===== src/rtl/de1_soc_hps_master_bytes_to_packets.sv =====
// Byte-stream to Avalon-ST packet decoder for the HPS master bridge.
// Strips SOP/EOP/CHANNEL/ESCAPE control bytes and registers one output beat.
module de1_soc_hps_master_bytes_to_packets #(
    parameter int                     CHANNEL_WIDTH = 8,
    parameter logic [CHANNEL_WIDTH-1:0] CHANNEL_RESET = '0
) (
    input  logic                     clk,
    input  logic                     reset_n,
    output logic                     in_ready,
    input  logic                     in_valid,
    input  logic [7:0]               in_data,
    input  logic                     out_ready,
    output logic                     out_valid,
    output logic [7:0]               out_data,
    output logic [CHANNEL_WIDTH-1:0] out_channel,
    output logic                     out_startofpacket,
    output logic                     out_endofpacket
);

    logic                     pend_sop;
    logic                     pend_eop;
    logic                     exp_chan;
    logic                     esc;
    logic [CHANNEL_WIDTH-1:0] chan;

    logic                     accept;
    logic [7:0]               lit;
    logic [CHANNEL_WIDTH+7:0] lit_ext;
    logic                     is_sop;
    logic                     is_eop;
    logic                     is_chan;
    logic                     is_esc;

    assign in_ready = !out_valid || out_ready;
    assign accept   = in_valid && in_ready;

    // Escaped bytes are always literals, so control decode is gated by esc.
    assign lit     = esc ? (in_data ^ 8'h20) : in_data;
    assign lit_ext = {{CHANNEL_WIDTH{1'b0}}, lit};
    assign is_sop  = !esc && (in_data == 8'h7A);
    assign is_eop  = !esc && (in_data == 8'h7B);
    assign is_chan = !esc && (in_data == 8'h7C);
    assign is_esc  = !esc && (in_data == 8'h7D);

    always_ff @(posedge clk) begin
        if (!reset_n) begin
            out_valid         <= 1'b0;
            out_data          <= 8'h00;
            out_startofpacket <= 1'b0;
            out_endofpacket   <= 1'b0;
            out_channel       <= CHANNEL_RESET;
            chan              <= CHANNEL_RESET;
            pend_sop          <= 1'b0;
            pend_eop          <= 1'b0;
            exp_chan          <= 1'b0;
            esc               <= 1'b0;
        end else begin
            if (out_ready) begin
                out_valid <= 1'b0;
            end
            if (accept) begin
                unique case (1'b1)
                    is_esc:  esc      <= 1'b1;
                    is_sop:  pend_sop <= 1'b1;
                    is_eop:  pend_eop <= 1'b1;
                    is_chan: exp_chan <= 1'b1;
                    default: begin
                        esc <= 1'b0;
                        if (exp_chan) begin
                            chan     <= lit_ext[CHANNEL_WIDTH-1:0];
                            exp_chan <= 1'b0;
                        end else begin
                            out_valid         <= 1'b1;
                            out_data          <= lit;
                            out_startofpacket <= pend_sop;
                            out_endofpacket   <= pend_eop;
                            out_channel       <= chan;
                            pend_sop          <= 1'b0;
                            pend_eop          <= 1'b0;
                        end
                    end
                endcase
            end
        end
    end

endmodule


===== config.mk =====
export PLATFORM = sky130hd
export DESIGN_NAME = de1_soc_hps_master_bytes_to_packets
export DESIGN_NICKNAME = d
export VERILOG_FILES = /design/src/rtl/de1_soc_hps_master_bytes_to_packets.sv
export SDC_FILE = /design/constraint.sdc
export NUM_CORES = 1
export LEC_CHECK = 0
export ABC_AREA = 1
export BUFFER_PORTS_ARGS = -buffer_cell sky130_fd_sc_hd__clkbuf_2
export CORE_MARGIN = 2
export CORE_UTILIZATION = 48
export CTS_BUF_LIST = sky130_fd_sc_hd__clkbuf_4
export CTS_CLUSTER_DIAMETER = 100
export DETAILED_ROUTE_END_ITERATION = 8
export MAX_ROUTING_LAYER = met4
export PLACE_DENSITY_LB_ADDON = 0.3
export SYNTH_ARGS = -nofsm -noshare
export SYNTH_HDL_FRONTEND = slang
export SYNTH_SLANG_ARGS = --single-unit

===== constraint.sdc =====
create_clock -name clk -period 1.2 [get_ports clk]
set_input_delay 0.06 -clock clk [delete_from_list [all_inputs] [get_ports clk]]
set_output_delay 0.06 -clock clk [all_outputs]
set_load 0.05 [all_outputs]

**Word level (Yosys, flattened, before mapping)**

Cells that the tools add are included.

- Output and inout port bits: 20
- Input port bits: 12
- Register bits after elaboration: 31
- Word-level logic and storage cells: 52

- Bitwise operators: 7
- Equality and inequality tests: 6
- Reductions and logical operators: 19
- Multiplexer cells: 10

Operators with widths:

| operator | count |
|---|---|
| 8-bit by 7-bit == test with 1-bit output (second input constant) | 4 |
| 3-bit AND reduction | 4 |
| 3-bit OR reduction | 4 |
| 1-bit case mux with 2 select lines | 4 |
| 1-bit NOT | 7 |
| 6-bit 2-to-1 mux | 1 |
| 1-bit logical AND | 5 |
| 1-bit 2-to-1 mux | 5 |
| 2-bit by 1-bit != test with 1-bit output (second input constant) | 2 |
| 2-bit AND reduction | 2 |
| 4-bit OR reduction | 1 |
| 1-bit logical NOT | 2 |
| 1-bit logical OR | 1 |

**Longest topological paths before layout**

Gate-level depths: netlist of the first run.

- Word-level depth: 5
- Gate-level depth with buffers: 11
- Gate-level depth less buffers: 9

**Worst setup path before layout of the first run**

Ideal clock, no wire load.

- Kind: flip-flop to flip-flop
- From: register out_valid
- To: register out_channel[5]
- Stages on the path, launching flop included: 10
- Period minus slack after synthesis: 1548 ps
- Data arrival time: 1434 ps
- Path buffers: 2
- Data required time: 1086 ps
- Setup slack: -348 ps
- Library setup time: 114 ps
- Cell sequence: dfxtp_1 > inv_1 > nor2_1 > nor2_2 > nand2_2 > nor2_4 > buf_6 > buf_6 > o21ai_1 > nor2_1

- Cells in the longest elaborated chain, start to end: 4

Ends and longest elaborated chain:

| element | line | RTL |
|---|---|---|
| start: declaration | 13 | `output logic out_valid,` |
| start signal: assignment | 47 | `out_valid <= 1'b0;` |
| start signal: assignment | 59 | `out_valid <= 1'b0;` |
| start signal: assignment | 73 | `out_valid <= 1'b1;` |
| 1-bit logical NOT | 34 | `assign in_ready = !out_valid \|\| out_ready;` |
| 1-bit logical OR | 34 |  |
| 1-bit logical AND | 35 | `assign accept = in_valid && in_ready;` |
| 3-bit AND reduction (no line) | n/a |  |
| end signal: assignment | 77 | `out_channel <= chan;` |
| end: declaration | 15 | `output logic [CHANNEL_WIDTH-1:0] out_channel,` |

No other way between the ends.
A chain may end at the register's enable or synchronous reset.

**Final worst setup path of the first run**

- From: register out_valid
- To: register out_channel[0]

Same word-level chain as after synthesis.

==> metrics.md, run 1 <==
| Metric | Value |
|---|---|
| Max IR drop VDD | 982 uV |
| Routed vias | 1,247 |
| Initial drt markers | 19 |
| Fill count | 224 |
| Final setup margin | -0.0906 ns |
| CTS Hold Bufs | 0 |
| Setup TNS | -1.64 ns |
| Depth of the CTS H-tree | 2 |
| Vias in the first global route | 1,209 |
| Synth area leaders | dfxtp_1 (49%), nor2_1 (16%), o21ai_0 (6.8%), nand2_1 (4.2%), nor3_1 (3.2%) |
| Antenna fix cells | 0 |
| Initial core utilization | 50.7% |
| Post-route cell area | 1660 um^2 |
| Slew Viols, Final | 0 |
| Routability cong. | 0.919 |
| Slew @ Worst Pin | 0.537 ns |
| Synth cell count leaders | nor2_1 (55), dfxtp_1 (31), o21ai_0 (17) |
| Area growth from synthesis to layout | 31.9% |
| Crit path cell chain | inv_4 > nor2_4 > nor2_4 > nand2_4 > nor2_4 > buf_6 > o21ai_0 > nor2_1 |
| Row count | 18 |
| Most used cell, CP | nor2_4 |
| Non-Filler Instances | 244 |
| Buffers on Ports | 31 |
| Synth cell types | 22 |
| WP data arrival | 1.55 ns |
| Initial DRT Pass Iterations | 4 |
| Worst Clk Skew | 0.0147 ns |
| CP max stage cell | dfxtp_4 |
| Final Cycle Share | 108% |
| CP Class | reg2reg |
| Critical path data required time | 1.46 ns |
| Wire per inst | 12.3 um |
| Post-route DRC | 0 |
| Crit path max-delay family | simple AND/OR/NAND/NOR gates |
| Final Hold Viols | 0 |
| Global route overflow | 0 |
| Status | finished, violations left |
| Via-to-Cell Ratio | 5.11 |
| Hold Startpoint | in_data[4] |
| Initial antenna violation count | 0 |
| Place WS | -0.105 ns |
| Startpoint Class | flip-flop |
| Total power | 2.28 mW |
| CTS tree | built |
| Register-to-Register Path Depth | 8 |
| Worst-skew pair later-pin latency | 0.33 ns |
| Post-synth EDFFs | 0 |
| Final min period | 1.29 ns |
| Slew HR | 64.2% |
| RSZ-0062 raised after global routing | yes |
| Dpl cells | 234 |
| Avg Inst Size Synth | 7.43 um^2 |
| Post-Syn Instances | 169 |
| Leakage | 0.777 nW |
| Violated checks | negative setup slack |
| Worst Hold Path Cells | 3 |
| Most common cell in the netlist | nor2_1 |
| Total Routed Length | 3.01 mm |
| Top cell type's share of synthesized area | 49.5% |
| Seq/Total Area, Yosys | 49.5% |
| Post-synth ARST share | 0% |
| Post-Synthesis Cell Area | 1250 um^2 |
| Die Y | 55.1 um |
| # nets final | 226 |
| First-pass GRT wire length | 5.11 mm |
| Flop2flop setup slack | -0.09 ns |
| Hold WS | 0.00235 ns |
| Hold Path Sink | out_data[4] |
| Core Util, Final | 66.8% |
| All-layer global routing usage | 24.9% |
| DRT antenna net count | 0 |
| HPWL after DPL | 2.09 mm |
| Area leader, netlist | dfxtp_1 |
| Reg-to-reg endpoint | out_channel[0] |
| CP bufs+invs | 2 |
| Max Clk Rate | 0.775 GHz |
| Placement Cell Area | 1490 um^2 |
| Layout cell share with drive strength beyond 1 | 37.4% |
| Clk sinks | 31 |
| Largest net degree at the start of global routing | 30 |
| Clock tree buffer depth | 2 |
| Yosys reg bits | 31 |
| Worst R2R Start | out_valid |
| Final setup vio count | 28 |
| Core Region | 2480 um^2 |
| Slowest stage delay, CP | 0.36 ns |
| Max-cap violation count | 0 |
| Ys Warns | 0 |
| CTS Buf Count | 5 |
| Die X | 55.1 um |
| Synthesized Nets | 181 |
| CP max FO | 7 |
| Crit. End Element | flip-flop |
| Power Density | 1370 nW/um^2 |
| Hold/Removal Path Class | in2reg |
| Clock root buffer | clkbuf_4 |
| CTS clk-pin slew, worst paths | 0.10 ns |
| IO Pins | 32 |
| Die Area | 3040 um^2 |
| Prevailing post-synth register cell | dfxtp_1 |
==> worst reg2reg max path: stages (launching register included) <==
cell and delay, ns:
dfxtp_4 0.36, inv_4 0.05, nor2_4 0.03, nor2_4 0.13, nand2_4 0.08, nor2_4 0.22, buf_6 0.17, o21ai_0 0.07
nor2_1 0.11
==> cell families after synthesis <==
family | Yosys count | synth area share (%)
buf+inv | 19 | 7.78
compound gates | 29 | 11.8
flops | 31 | 49.5
xor+xnor | 1 | 0.698
simple gates | 89 | 30.3
==> sequential cells by signal, indices dropped and copies added (netlist names) <==
signal and count:
exp_chan 1, out_channel 8, out_startofpacket 1, esc 1, out_data 8, pend_sop 1, pend_eop 1, chan 8
out_valid 1, out_endofpacket 1
==> cell usage in the layout (no fill, tap or decap) <==
cell type | synthesis | layout
nor2_1 | 55 | 48
clkbuf_2 | 0 | 30
dfxtp_1 | 31 | 29
nand2_1 | 14 | 12
o21ai_1 | 8 | 11
o21ai_0 | 17 | 10
buf_4 | 2 | 10
inv_1 | 10 | 9
nor3_1 | 8 | 7
clkbuf_4 | 0 | 7
nor2_4 | 2 | 6
nor2_2 | 2 | 6
nand2_2 | 3 | 4
o21ai_2 | 0 | 4
buf_6 | 2 | 4
nand3_1 | 3 | 3
a21oi_1 | 3 | 2
inv_4 | 1 | 1
inv_2 | 1 | 1
nand2_4 | 0 | 1
nor3_2 | 0 | 1
inv_6 | 0 | 1
xnor2_1 | 1 | 1
a21oi_2 | 0 | 1
o21bai_1 | 1 | 1
and2_4 | 0 | 1
and3_1 | 1 | 1
dfxtp_2 | 0 | 1
dfxtp_4 | 0 | 1
==> what timing repair did <==
item / 4_1_cts / 5_1_grt
pin swaps: 6 / 12
buffers inserted: 2 / 0
resized for setup: 17 / 18
cloned: 1 / 0
setup endpoints to repair: 30 / 32
==> layer usage <==
metal,global-route usage (%),routed length (um),share of wire [%]
met1,26.5,1240,41
met3,8.60,143,4.8
met5,-,0,0
met4,12.6,126,4.2
met2,40.9,1500,50
==> report_power, final <==
part	internal, mW	total, mW	leakage [nW]	switching (mW)
Sequential	1.09	1.13	0.255	0.0356
Combinational	0.159	0.550	0.489	0.391
Clock	0.266	0.598	0.0322	0.332
Total	1.52	2.27	0.777	0.758
==> worst max-delay path by stage <==
stage	startpoint	endpoint	cells past startpoint
finish	out_valid	out_channel[0]	8
global route	esc	chan[7]	9
CTS	out_valid	out_channel[6]	8
detailed placement	esc	out_data[7]	9
global placement	out_valid	chan[5]	9
floorplan	out_valid	out_data[5]	10
==> final cells by class <==
cell class	instances	area, um^2	share of cell area (%)
repair buffers	44	270	16.3
multi-input cells	120	617	37.3
well taps	30	37.5	2.27
clock buffers	7	52.6	3.17
inverters	12	52.6	3.17
flip-flops and latches	31	626	37.8
Power figures use the tool's default switching activity.
==> inputs of run 2 (changes only) <==
--- a/config.mk
+++ b/config.mk
@@ -5,10 +5,12 @@
 export SDC_FILE = /design/constraint.sdc
 export NUM_CORES = 1
 export LEC_CHECK = 0
-export ABC_AREA = 1
+export ABC_AREA = 0
 export BUFFER_PORTS_ARGS = -buffer_cell sky130_fd_sc_hd__clkbuf_2
+export CELL_PAD_IN_SITES_DETAIL_PLACEMENT = 1
+export CELL_PAD_IN_SITES_GLOBAL_PLACEMENT = 1
 export CORE_MARGIN = 2
-export CORE_UTILIZATION = 48
+export CORE_UTILIZATION = 37
 export CTS_BUF_LIST = sky130_fd_sc_hd__clkbuf_4
 export CTS_CLUSTER_DIAMETER = 100
 export DETAILED_ROUTE_END_ITERATION = 8
==> run 2 against run 1 <==
The flow still finishes with violations (negative setup slack). Die area grew 27%. Final area grew 4.1%. Global-route usage shrank 5.7 points. Worst setup slack lost 0.14 ns. Via count shrank 13%. Non-clock buffer count grew 6. Combinational power shrank 29%. Count of clock-buffer cells in the layout shrank 1. Sequential power shrank 4%. Sequential share of layout area shrank 1.5 points. Highest routed layer unchanged. Register-to-register slack lost 0.14 ns.
==> metrics.md, run 2 <==
| Metric | Value |
|---|---|
| Status | finished, violations left |
| Violated checks | negative setup slack |
| Worst-skew pair later-pin latency | 0.33 ns |
| Layout cell share with drive strength beyond 1 | 39.3% |
| CTS tree | built |
| Total Routed Length | 3.31 mm |
| WP data arrival | 1.64 ns |
| Power Density | 1190 nW/um^2 |
| Max IR drop VDD | 519 uV |
| Hold/Removal Path Class | in2reg |
| Core Region | 3280 um^2 |
| Depth of the CTS H-tree | 2 |
| Most common cell in the netlist | nand2_1 |
| Final setup margin | -0.233 ns |
| Area leader, netlist | dfxtp_1 |
| DRT antenna net count | 0 |
| Clk sinks | 31 |
| Die Y | 62.2 um |
| Synth cell count leaders | nand2_1 (38), dfxtp_1 (31), mux2i_1 (24) |
| Slew HR | 79.8% |
| Commonest cells after routing, fill and taps aside | nand2_1 (38), clkbuf_2 (30), dfxtp_1 (29) |
| Antenna fix cells | 0 |
| Worst Clk Skew | 0.0170 ns |
| Crit. End Element | flip-flop |
| Flop2flop setup slack | -0.23 ns |
| Initial DRT Pass Iterations | 4 |
| CTS clk-pin slew, worst paths | 0.09 ns |
| Post-synth EDFFs | 0 |
| Register area | 626 um^2 |
| Slew Viols, Final | 0 |
| Clock root buffer | clkbuf_4 |
| CTS Buf Count | 5 |
| Setup TNS | -5.91 ns |
| Top cell type's share of synthesized area | 49.5% |
| Initial antenna violation count | 0 |
| Initial core utilization | 38.2% |
| CP max FO | 5 |
| Buffers on Ports | 31 |
| Post-synth ARST share | 0% |
| Fill count | 398 |
| Post-route cell area | 1720 um^2 |
| Synth area leaders | dfxtp_1 (49%), mux2i_1 (19%), nand2_1 (11%), o311ai_4 (2.1%), clkbuf_1 (1.5%) |
| All-layer global routing usage | 19.1% |
| Final min period | 1.43 ns |
| Yosys reg bits | 31 |
| Seq/Total Area, Yosys | 49.5% |
| # nets final | 189 |
| Wire per inst | 14.8 um |
| Post-Synthesis Cell Area | 1250 um^2 |
| Synthesized Nets | 139 |
| Final setup vio count | 31 |
| Startpoint Class | flip-flop |
| Hold WS | 0.0483 ns |
| Largest net degree at the start of global routing | 17 |
| Leakage | 0.803 nW |
| Max Clk Rate | 0.698 GHz |
| Commonest non-fill, non-tap cell in the layout | nand2_1 |
| Vias in the first global route | 1,159 |
| Die Area | 3870 um^2 |
| Row count | 21 |
| CTS Hold Bufs | 0 |
| Final Hold Viols | 0 |
| Top Registers | chan: 8 flops, out_channel: 8 flops, out_data: 8 flops |
| RSZ-0062 raised after global routing | yes |
| Dpl cells | 212 |
| IO Pins | 32 |
| Placement Cell Area | 1600 um^2 |
| Post-Syn Instances | 127 |
| Die X | 62.2 um |
| Non-Filler Instances | 224 |
| Final Cycle Share | 119% |
| Routed vias | 1,079 |
| First-pass GRT wire length | 5.60 mm |
| Via-to-Cell Ratio | 4.82 |
| Global route overflow | 0 |
| Prevailing post-synth register cell | dfxtp_1 |
| HPWL after DPL | 2.49 mm |
| Post-route DRC | 0 |
| Slew @ Worst Pin | 0.302 ns |
| Avg Inst Size Synth | 9.88 um^2 |
| Synth cell types | 26 |
| Area of the multi-input gates | 642 um^2 |
| Ys Warns | 0 |
| Clock tree buffer depth | 2 |
| Initial drt markers | 23 |
| CP Class | reg2reg |
| Max-cap violation count | 0 |
| Area growth from synthesis to layout | 37.3% |
| Routability cong. | 0.825 |
| Critical path data required time | 1.41 ns |
## run 2: changes by cell type after synthesis, moves of 8 or more
| cell | delta |
|---|---|
| nand2_1 | +24 |
| o21ai_1 | -8 |
| o21ai_0 | -14 |
| mux2i_1 | +24 |
| nor2_1 | -55 |
| inv_1 | -8 |
| nor3_1 | -8 |
## run 2: power breakdown
part | leakage [nW] | switching, mW | internal, mW
sequential | 0.253 | 0.0183 | 1.06
combinational | 0.517 | 0.241 | 0.148
clock | 0.0331 | 0.344 | 0.242
total | 0.803 | 0.603 | 1.45
## run 2: layout make-up
cell class              instances  share of cell area (%)
clock inverters                 2                   0.508
well taps                      46                    3.34
clock buffers                   6                    2.61
repair buffers                 50                    19.5
inverters                       2                   0.436
multi-input cells              87                    37.3
flip-flops and latches         31                    36.3
## run 2: kinds of logic after synthesis
logic type	after synthesis	synth area share (%)
AOI/OAI and AO/OA	10	6.88
buffers and inverters	9	3.59
DFF	31	49.5
xor gates and xnor gates	1	0.698
muxes	24	19.1
and+or+nand+nor	52	20.2
## run 2: repair_timing
action | CTS | global route
gates resized for setup | 8 | 4
buffers inserted | 2 | 2
pin swaps | 3 | 5
endpoints found under the setup margin | 32 | 32
## run 2: critical path, stage by stage (launching register included)
cell	delay (ns)
dfxtp_2	0.33
nand2b_4	0.15
o311ai_4	0.33
buf_4	0.19
nor2_4	0.05
buf_4	0.16
mux2i_1	0.12
## run 2: stage by stage
step,worst slack (ns),power [mW],utilization [%]
CTS,-0.190,2.07,51.7
floorplan,-0.289,1.34,-
finish,-0.233,2.05,52.5
detailed placement,-0.282,1.46,48.6
global route,-0.291,2.18,52.5
global placement,-0.162,1.45,48.6
## run 2: layer usage
layer  routed length (um)  part of all wire [%]  vias to the layer above  global-route usage (%)
met5                    0                     0                        -                       -
met2                 1740                    53                       28                    33.3
met1                 1400                    42                      517                    20.9
met4                   59                   1.8                        0                    7.78
li1                     -                     -                      528                       -
met3                  114                   3.4                        6                    4.71
## run 2: worst paths after layout
kind                  startpoint             end  cells after the start
setup / recovery             esc     out_data[4]                      6
hold reg to reg   out_channel[2]  out_channel[2]                      2
setup reg to reg             esc     out_data[4]                      6
hold / removal        in_data[4]         chan[4]                      3
==> inputs of run 3 (changes only) <==
==> constraint.sdc (replaced) <==
create_clock -name clk -period 1.2 [get_ports clk]
set_input_delay 0.24 -clock clk [delete_from_list [all_inputs] [get_ports clk]]
set_output_delay 0.24 -clock clk [all_outputs]
set_load 0.05 [all_outputs]
==> run 3 against run 2 <==
The run still ends with negative setup slack left. Global-route usage down 0.74 points. Critical path depth fell by 1. First-iteration DRC count is 91% higher. Via count up 4.1%. Non-clock buffer count up 1. Largest power group unchanged. Combinational power increased by 8.8%. Sequential share of layout area decreased by 2.3 points. Worst setup slack worse by 0.035 ns. Final cell count grew 0.45%.
==> metrics.md, run 3 (same netlist as run 2, synthesis figures left out) <==
| Metric | Value |
|---|---|
| Status | finished, violations left |
| Violated checks | negative setup slack |
| Buffers on Ports | 31 |
| Non-Filler Instances | 225 |
| Final setup vio count | 31 |
| CTS clk-pin slew, worst paths | 0.10 ns |
| All-layer global routing usage | 18.4% |
| CP max FO | 8 |
| Die Y | 62.2 um |
| Die X | 62.2 um |
| Max IR drop VDD | 919 uV |
| Worst-skew pair later-pin latency | 0.33 ns |
| Startpoint Class | flip-flop |
| Layout cell share with drive strength beyond 1 | 41.3% |
| Reg-to-reg endpoint | chan[6] |
| Final setup margin | -0.268 ns |
| Dpl cells | 212 |
| Via-to-Cell Ratio | 4.99 |
| Total Routed Length | 3.53 mm |
| Clock tree buffer depth | 2 |
| CP Class | reg2reg |
| Power Density | 1240 nW/um^2 |
| Leakage | 0.842 nW |
| RSZ-0062 raised after global routing | yes |
| Core Util, Final | 56.0% |
| Area growth from synthesis to layout | 46.6% |
| Initial DRT Pass Iterations | 4 |
| Hold Startpoint | in_data[6] |
| Commonest cells after routing, fill and taps aside | nand2_1 (38), dfxtp_1 (29), buf_4 (26) |
| First-pass GRT wire length | 5.42 mm |
| Depth of the CTS H-tree | 2 |
| Routability cong. | 0.786 |
| Max Clk Rate | 0.681 GHz |
| DRT antenna net count | 0 |
| WP data arrival | 1.72 ns |
| Core Region | 3280 um^2 |
| Slew @ Worst Pin | 0.332 ns |
| Die Area | 3870 um^2 |
| Clock root buffer | clkbuf_4 |
| Final min period | 1.47 ns |
| Hold Path Sink | out_data[6] |
| Largest net degree at the start of global routing | 18 |
| IO Pins | 32 |
| CP max stage cell | o311ai_4 |
| Commonest non-fill, non-tap cell in the layout | nand2_1 |
| Slew Viols, Final | 0 |
| Antenna fix cells | 0 |
| # nets final | 190 |
| Final Cycle Share | 122% |
| Clk sinks | 31 |
| Flop2flop setup slack | -0.27 ns |
| Wire per inst | 15.7 um |
| Critical path data required time | 1.45 ns |
| CTS tree | built |
| Initial core utilization | 38.2% |
| Crit path cell chain | nand2b_4 > o311ai_4 > or2_1 > buf_12 > mux2i_1 |
| Initial drt markers | 44 |
| Routed vias | 1,123 |
| HPWL after DPL | 2.38 mm |
| Global route overflow | 0 |
| Register-to-Register Path Depth | 5 |
| Crit. End Element | flip-flop |
| Total power | 2.29 mW |
| Hold WS | 0.219 ns |
| Top Registers | chan: 8 flops, out_channel: 8 flops, out_data: 8 flops |
| Worst Hold Path Cells | 3 |
| Slew HR | 77.9% |
| Worst Clk Skew | 0.00645 ns |
| Initial antenna violation count | 0 |
| Worst R2R Start | esc |
| Max-cap violation count | 0 |
| Hold/Removal Path Class | in2reg |
| Post-route DRC | 0 |
| Slowest stage delay, CP | 0.34 ns |
| Vias in the first global route | 1,161 |
| Fill count | 393 |
| Row count | 21 |
| CTS Buf Count | 5 |
| Final Hold Viols | 0 |
[run 3: cell count changes in the layout (fill, tap and decap cells not counted), moves of 2 or more]
cell / delta
mux2i_2: +2
mux2i_1: -2
buf_4: +10
clkbuf_2: -19
clkbuf_4: +7
[run 3: through the flow]
stage                     TNS [ns]  cell area, um^2  setup WS, ns
after global placement       -5.54             1620        -0.239
after CTS                    -4.24             1800        -0.238
after floorplan              -5.05             1300        -0.289
after global routing         -7.90             1840        -0.359
after detailed placement     -7.67             1620        -0.345
final                        -6.32             1840        -0.268
[run 3: metal layers]
| layer | vias to the layer above | routed length [um] | global-route usage, % |
|---|---|---|---|
| met5 | - | 0 | - |
| met4 | 0 | 128 | 5.83 |
| met3 | 14 | 151 | 6.34 |
| met2 | 38 | 1870 | 31.3 |
| met1 | 543 | 1380 | 20.3 |
| li1 | 528 | - | - |
[run 3: repair_timing]
| item | CTS | global route |
|---|---|---|
| setup endpoints to repair | 50 | 43 |
| resized for setup | 25 | 20 |
| pin swaps | 2 | 6 |
| setup buffers | 3 | 2 |
| hold buffers | 0 | 0 |
[run 3: worst max path at each step]
stage                     startpoint             end  slack [ns]  depth (start not counted)
after floorplan            out_valid  out_channel[4]       -0.29                          5
after global placement    in_data[7]         chan[7]       -0.24                          6
after detailed placement  in_data[7]         chan[2]       -0.35                          6
after CTS                        esc         chan[2]       -0.24                          5
after global routing             esc         chan[6]       -0.36                          5
final                            esc         chan[6]       -0.27                          5
[run 3: layout make-up]
cell class | count | area [um^2] | area share, %
multi-input combinational | 87 | 654 | 35.6
sequential | 31 | 626 | 34.0
timing repair buffer | 51 | 418 | 22.7
tap | 46 | 57.6 | 3.13
clock inverter | 3 | 38.8 | 2.11
clock buffer | 5 | 37.5 | 2.04
inverter | 2 | 7.51 | 0.408
[run 3: worst max-delay path, delay by kind of cell (launching register included)]
kind	cells	cell delay, ns
compound gates	1	0.34
simple gates	2	0.34
mux	1	0.23
flops	1	0.33
buf+inv	1	0.14
[run 3: where the power goes]
part           internal (mW)  switching (mW)  total [mW]
clock                  0.428           0.358       0.786
combinational          0.179           0.244       0.422
sequential              1.06          0.0194        1.08
total                   1.67           0.621        2.29
